[src/rtl/step_clock.sv]
// -----------------------------------------------------------------------------
// step_clock
//   Tempo engine for the step sequencer. Converts a held BPM level into one
//   step_tick per sequencer step, using a phase accumulator so the average
//   step rate is exact for any BPM without a divider. Tracks the current step
//   index and the number of completed loops. A run can be bounded by Loops or
//   can run forever.
//
// Ports
//   CLOCK_50    in   1      system clock, all state on rising edge
//   reset       in   1      asynchronous, active-high reset
//   BPM         in   10     tempo (held level), clamped to MIN_BPM..MAX_BPM
//   Loops       in   7      loop count latched at start; 0 = run forever
//   Start       in   1      held level; each rising edge toggles run/stop
//   step_tick   out  1      one-cycle pulse at the start of each step
//   step_index  out  IDX_W  current step
//   loop_count  out  7      completed loops since start
//   running     out  1      high while in RUN
//   done        out  1      one-cycle pulse when the loop count is exhausted
//
// States
//   S_IDLE | stopped; waits for a Start rising edge
//   S_RUN  | accumulating phase, emitting step ticks
// -----------------------------------------------------------------------------
module step_clock #(
    parameter int CLK_HZ         = 50_000_000,
    parameter int STEPS          = 16,
    parameter int STEPS_PER_BEAT = 4,
    parameter int MIN_BPM        = 30,
    parameter int MAX_BPM        = 300
) (
    input  logic                     CLOCK_50,
    input  logic                     reset,
    input  logic [9:0]               BPM,
    input  logic [6:0]               Loops,
    input  logic                     Start,
    output logic                     step_tick,
    output logic [$clog2(STEPS)-1:0] step_index,
    output logic [6:0]               loop_count,
    output logic                     running,
    output logic                     done
);

    localparam int                IDX_W    = $clog2(STEPS);
    localparam longint            LIMIT_L  = longint'(CLK_HZ) * 60;
    localparam logic [34:0]       LIMIT    = 35'(LIMIT_L);
    localparam logic [IDX_W-1:0]  LAST_IDX = IDX_W'(STEPS - 1);
    localparam logic [9:0]        BPM_LO   = 10'(MIN_BPM);
    localparam logic [9:0]        BPM_HI   = 10'(MAX_BPM);
    localparam logic [6:0]        LC_MAX   = 7'd127;

    typedef enum logic {
        S_IDLE = 1'b0,
        S_RUN  = 1'b1
    } state_t;

    state_t             r_state;
    state_t             w_state_nxt;

    logic               r_start_q;
    logic               r_armed;
    logic [33:0]        r_acc;
    logic [IDX_W-1:0]   r_idx;
    logic [6:0]         r_lc;
    logic [6:0]         r_loops;
    logic               r_tick;
    logic               r_done;
    logic               r_running;

    logic               w_start_edge;
    logic [9:0]         w_bpm_c;
    logic [34:0]        w_inc;
    logic [34:0]        w_sum;
    logic               w_boundary;
    logic [33:0]        w_acc_run;
    logic               w_last_step;
    logic [6:0]         w_lc_inc;
    logic [6:0]         w_lc_sat;
    logic               w_loops_hit;

    logic               w_tick_nxt;
    logic               w_done_nxt;
    logic [IDX_W-1:0]   w_idx_nxt;
    logic [6:0]         w_lc_nxt;
    logic [33:0]        w_acc_nxt;
    logic [6:0]         w_loops_nxt;

    // Start must be seen low at least once after reset before an edge counts,
    // so a Start level held high through reset release cannot launch a run.
    assign w_start_edge = Start & ~r_start_q & r_armed;

    assign w_bpm_c = (BPM < BPM_LO) ? BPM_LO :
                     (BPM > BPM_HI) ? BPM_HI : BPM;

    assign w_inc      = 35'(w_bpm_c) * 35'(STEPS_PER_BEAT);
    assign w_sum      = {1'b0, r_acc} + w_inc;
    assign w_boundary = (w_sum >= LIMIT);
    // Carry the remainder past LIMIT into the next step so rate error never accumulates.
    assign w_acc_run  = w_boundary ? 34'(w_sum - LIMIT) : 34'(w_sum);

    assign w_last_step = (r_idx == LAST_IDX);
    assign w_lc_inc    = r_lc + 7'd1;
    assign w_lc_sat    = (r_lc == LC_MAX) ? LC_MAX : w_lc_inc;
    assign w_loops_hit = (r_loops != 7'd0) && (w_lc_inc == r_loops);

    // ---------------------------------------------------------------- state register
    always_ff @(posedge CLOCK_50 or posedge reset) begin
        if (reset) begin
            r_state <= S_IDLE;
        end else begin
            r_state <= w_state_nxt;
        end
    end

    // ---------------------------------------------------------------- next state
    always_comb begin
        w_state_nxt = r_state;
        case (r_state)
            S_IDLE: begin
                if (w_start_edge) begin
                    w_state_nxt = S_RUN;
                end
            end
            S_RUN: begin
                if (w_start_edge) begin
                    w_state_nxt = S_IDLE;
                end else if (w_boundary && w_last_step && w_loops_hit) begin
                    w_state_nxt = S_IDLE;
                end
            end
            default: w_state_nxt = S_IDLE;
        endcase
    end

    // ---------------------------------------------------------------- outputs / datapath
    always_comb begin
        w_tick_nxt  = 1'b0;
        w_done_nxt  = 1'b0;
        w_idx_nxt   = r_idx;
        w_lc_nxt    = r_lc;
        w_acc_nxt   = r_acc;
        w_loops_nxt = r_loops;
        case (r_state)
            S_IDLE: begin
                if (w_start_edge) begin
                    w_tick_nxt  = 1'b1;
                    w_idx_nxt   = '0;
                    w_lc_nxt    = 7'd0;
                    w_acc_nxt   = 34'd0;
                    w_loops_nxt = Loops;
                end
            end
            S_RUN: begin
                // A stop edge freezes everything, even if a boundary lands on the same cycle.
                if (!w_start_edge) begin
                    w_acc_nxt = w_acc_run;
                    if (w_boundary) begin
                        if (!w_last_step) begin
                            w_idx_nxt  = r_idx + 1'b1;
                            w_tick_nxt = 1'b1;
                        end else begin
                            w_lc_nxt = w_lc_sat;
                            if (w_loops_hit) begin
                                w_done_nxt = 1'b1;
                            end else begin
                                w_idx_nxt  = '0;
                                w_tick_nxt = 1'b1;
                            end
                        end
                    end
                end
            end
            default: ;
        endcase
    end

    always_ff @(posedge CLOCK_50 or posedge reset) begin
        if (reset) begin
            r_start_q <= 1'b0;
            r_armed   <= 1'b0;
            r_acc     <= 34'd0;
            r_idx     <= '0;
            r_lc      <= 7'd0;
            r_loops   <= 7'd0;
            r_tick    <= 1'b0;
            r_done    <= 1'b0;
            r_running <= 1'b0;
        end else begin
            r_start_q <= Start;
            r_armed   <= r_armed | ~Start;
            r_acc     <= w_acc_nxt;
            r_idx     <= w_idx_nxt;
            r_lc      <= w_lc_nxt;
            r_loops   <= w_loops_nxt;
            r_tick    <= w_tick_nxt;
            r_done    <= w_done_nxt;
            r_running <= (w_state_nxt == S_RUN);
        end
    end

    assign step_tick  = r_tick;
    assign step_index = r_idx;
    assign loop_count = r_lc;
    assign running    = r_running;
    assign done       = r_done;

endmodule

[config.mk]
export PLATFORM = sky130hd
export DESIGN_NAME = step_clock
export DESIGN_NICKNAME = d
export VERILOG_FILES = /design/src/rtl/step_clock.sv
export SDC_FILE = /design/constraint.sdc
export NUM_CORES = 1
export LEC_CHECK = 0
export BUFFER_PORTS_ARGS = -buffer_cell sky130_fd_sc_hd__buf_2
export CORE_MARGIN = 1
export CORE_UTILIZATION = 24
export CTS_CLUSTER_SIZE = 16
export DETAILED_ROUTE_END_ITERATION = 16
export GPL_TIMING_DRIVEN = 0
export SETUP_SLACK_MARGIN = 0.15
export SLEW_MARGIN = 20
export SYNTH_ARGS = -nofsm -noshare
export SYNTH_HDL_FRONTEND = slang
export SYNTH_SLANG_ARGS = --single-unit
[constraint.sdc]
create_clock -name CLOCK_50 -period 13.62 [get_ports CLOCK_50]
set_clock_uncertainty 0.05 [all_clocks]
set_input_delay 1.362 -clock CLOCK_50 [delete_from_list [all_inputs] [get_ports CLOCK_50]]
set_output_delay 1.362 -clock CLOCK_50 [all_outputs]
set_load 0.01 [all_outputs]
==> impl_metrics.csv <==
group,metric,value,unit
status,status,"finished, final reports clean",
worst_setup_path,r2r_setup_slack,7880,ps
worst_setup_path,cp-endpoint,"r_acc[17]$_DFFE_PP0P_",
worst_setup_path,crit_type,"in -> reg",
final_layout,final_cells,889,
clock_network,cts_buffer_depth,2,
clock_network,hold_buffers,0,
clock_network,postCtsResizedCells,0,
global_routing,gr-usage-all-layers,0.1456,
clock_network,cts_setup_buffers,0,
global_routing,grt_max_degree,41,
final_layout,fill_cells,2176,
worst_setup_path,arrival,7810,ps
place,placedCellCount,881,
yosys,synthFlopType,"dfrtp_1",
worst_setup_path,reg2reg_depth,19,
yosys,syn_inst,582,
worst_setup_path,startpoint_type,"primary input",
pwr,p_leak,2.197,nW
route,viasPerCell,5.367,
die,start_util,0.2458,
yosys,yosys.area.top_type,"dfrtp_1",
route,drc_errors,0,
route,drt_iter0_drc,408,
yosys,async_reset_ff_frac,1.000,
yosys,yosys_warnings,0,
die,die_area,20640,um^2
global_routing,antenna_found_initial,0,
sta,slew_violations,0,
yosys,synth_cell_types,78,
route,wl_per_cell,16.44,um
sta,period_needed,7651,ps
worst_setup_path,regToRegStartpoint,"r_acc[2]$_DFFE_PP0P_",
die,row_count,51,
global_routing,grt_pass1_wl,23390,um
clock_network,cts_sinks,55,
pwr,ir_drop,0.06426,mV
pwr,total_power,0.9446,mW
clock_network,h-tree-depth,2,
sta,worst_pin_slew,981.0,ps
place,dpl.hpwl,10530,um
yosys,synth_area_leaders,"dfrtp_1 (29%), xnor2_1 (5.5%), nand2_1 (4.7%)",
die,die-width,143.7,um
die,ios,34,
hold_path,hp-class,"reg -> reg",
yosys,synth_commonest_cells,"nand2_1 (60), dfrtp_1 (55), nor2_1 (36), xnor2_1 (30)",
yosys,avgSynthCellArea,8.275,um^2
yosys,synth_edf_count,0,
route,first_pass_iters,5,
worst_setup_path,r2r_end,"r_acc[17]$_DFFE_PP0P_",
sta,period_share,0.5618,
worst_setup_path,crit_required,13780,ps
route,antenna_left,0,
die,core-area,19590,um^2
yosys,post-synth-top-count-cell,"nand2_1",
sta,setup_violations,0,
clock_network,cts_tree,"done",
global_routing,grt_pass1_vias,4407,
final_layout,syn_to_final_growth,14.26,%
worst_setup_path,cp-end-kind,"flop",
clock_network,clock-root-buffer,"clkbuf_16",
route,wl,14610,um
place,numPortBuffers,33,
final_layout,diodes,0,
clock_network,cts_made_buffers,5,
flow_run,maxCapViolCount,0,
yosys,syn_area,4816,um^2
sta,relSlewSlack,0.3436,
sta,tns,0,ps
yosys,syn_nets,617,
yosys,ys_ff_latch,55,
sta,finalHoldViolCount,0,
yosys,synth_top_area_frac,0.2858,
yosys,yosysSeqAreaShare,0.2858,
final_layout,layout.nets,658,
place,gp_congestion,0.8857,
sta,fmax,130.7,MHz
global_routing,grt-ovfl-total,0,
pwr,p_per_area,171.7,nW/um^2
route,num_vias,4771,
worst_setup_path,crit_start,"BPM[1]",
clock_network,clkTransAtPathRegs,80,ps
die,die_y,143.7,um
final_layout,drive_above_1_share,0.1266,
sta,rsz0062_at_grt,"no",
clock_network,clkLatencyLatePin,310,ps
worst_setup_path,path_max_fanout,10,
## layout make-up
cell class | instances | area [um^2] | area share
Clock buffer | 5 | 125.1 | 0.02274
Inverter | 14 | 55.05 | 0.01000
Multi-Input combinational cell | 480 | 3251 | 0.5907
Clock inverter | 3 | 33.78 | 0.006139
Tap cell | 265 | 331.6 | 0.06025
Sequential cell | 55 | 1376 | 0.2501
Buffer | 33 | 137.6 | 0.02501
Timing Repair Buffer | 34 | 192.7 | 0.03502
## worst min path at each step
stage / start / to / slack [ps] / depth (start not counted)
3_3_place_gp: r_armed$_DFF_PP0_ / r_armed$_DFF_PP0_ / 400 / 1
4_1_cts: r_armed$_DFF_PP0_ / r_armed$_DFF_PP0_ / 430 / 1
6_report: r_armed$_DFF_PP0_ / r_armed$_DFF_PP0_ / 430 / 1
3_5_place_dp: r_armed$_DFF_PP0_ / r_armed$_DFF_PP0_ / 400 / 1
5_1_grt: r_armed$_DFF_PP0_ / r_armed$_DFF_PP0_ / 450 / 1
2_1_floorplan: r_armed$_DFF_PP0_ / r_armed$_DFF_PP0_ / 390 / 1
## state kept, by name, summed over array words and instances (netlist names)
register / cells
done: 1
loop_count: 7
r_acc: 32
r_armed: 1
r_loops: 7
r_start_q: 1
running: 1
step_index: 4
step_tick: 1
## layer usage
layer / share of wire / track usage / vias to the layer above
met3: 0.061 / 0.02233 / 21
met1: 0.48 / 0.2082 / 2305
met2: 0.44 / 0.2197 / 154
met5: 0 / 0 / -
met4: 0.020 / 0.05151 / 0
li1: - / - / 2291
## through the flow
| stage | setup slack [ps] | cell area, um^2 | hold WS, ps | utilization |
|---|---|---|---|---|
| after floorplan | 7146 | 4816 | 385.0 | - |
| after global placement | 5837 | 5313 | 401.9 | 0.2712 |
| after detailed placement | 5764 | 5344 | 404.7 | 0.2728 |
| after CTS | 6055 | 5503 | 427.2 | 0.2809 |
| after global routing | 5380 | 5503 | 450.3 | 0.2809 |
| final | 5969 | 5503 | 425.4 | 0.2809 |
## where the power goes
group          leakage [nW]  switching (mW)  internal (mW)
clock network        0.0772          0.0723         0.0711
logic                  1.40           0.345          0.208
registers             0.724          0.0396          0.209
total                  2.20           0.456          0.488
## placed cells by master (no fill, tap or decap), drive strengths merged, types with 7 or more instances in the layout
| cell | instances |
|---|---|
| nand2 | 60 |
| dfrtp | 55 |
| buf | 47 |
| nor2 | 36 |
| o21ai | 31 |
| xnor2 | 30 |
| a21oi | 28 |
| clkbuf | 25 |
| o211ai | 17 |
| and3 | 17 |
| nand3 | 16 |
| xor2 | 15 |
| nor3 | 15 |
| nand4 | 15 |
| ha | 14 |
| and2 | 14 |
| inv | 14 |
| a21o | 12 |
| o31ai | 12 |
| nand2b | 8 |
| mux2 | 8 |
| o211a | 7 |
| mux2i | 7 |
## worst max-delay path, cell delays in order
cell and delay (ps):
buf_2 120, o211a_1 210, o21ai_0 130, nand2_1 70
a21oi_1 260, nor2b_1 240, and2_1 180, ha_1 200
inv_1 60, fa_1 400, nor2b_1 190, o2111ai_1 140
a21boi_0 530, a21oi_1 190, xnor2_1 230, ha_1 200
inv_1 40, a2111oi_0 660, a31oi_1 310, o2111a_1 360
o211a_1 250, o211ai_1 500, buf_2 380, a21boi_0 170
o211ai_1 170, a21bo_2 230
## cell families (layout without fill, tap and decap cells)
kind of cell               after synthesis  in the layout  synth area share
and+or+nand+nor                        220            220            0.2362
AOI/OAI and AO/OA                      184            184            0.2822
DFF                                     55             55            0.2858
buffers and inverters                   47             89           0.03949
xor gates and xnor gates                45             45           0.08184
adders and majority gates               15             15           0.04053
muxes                                   15             15           0.03326
other                                    1              1         0.0007787
No activity file was read; power rests on OpenSTA's default activity.
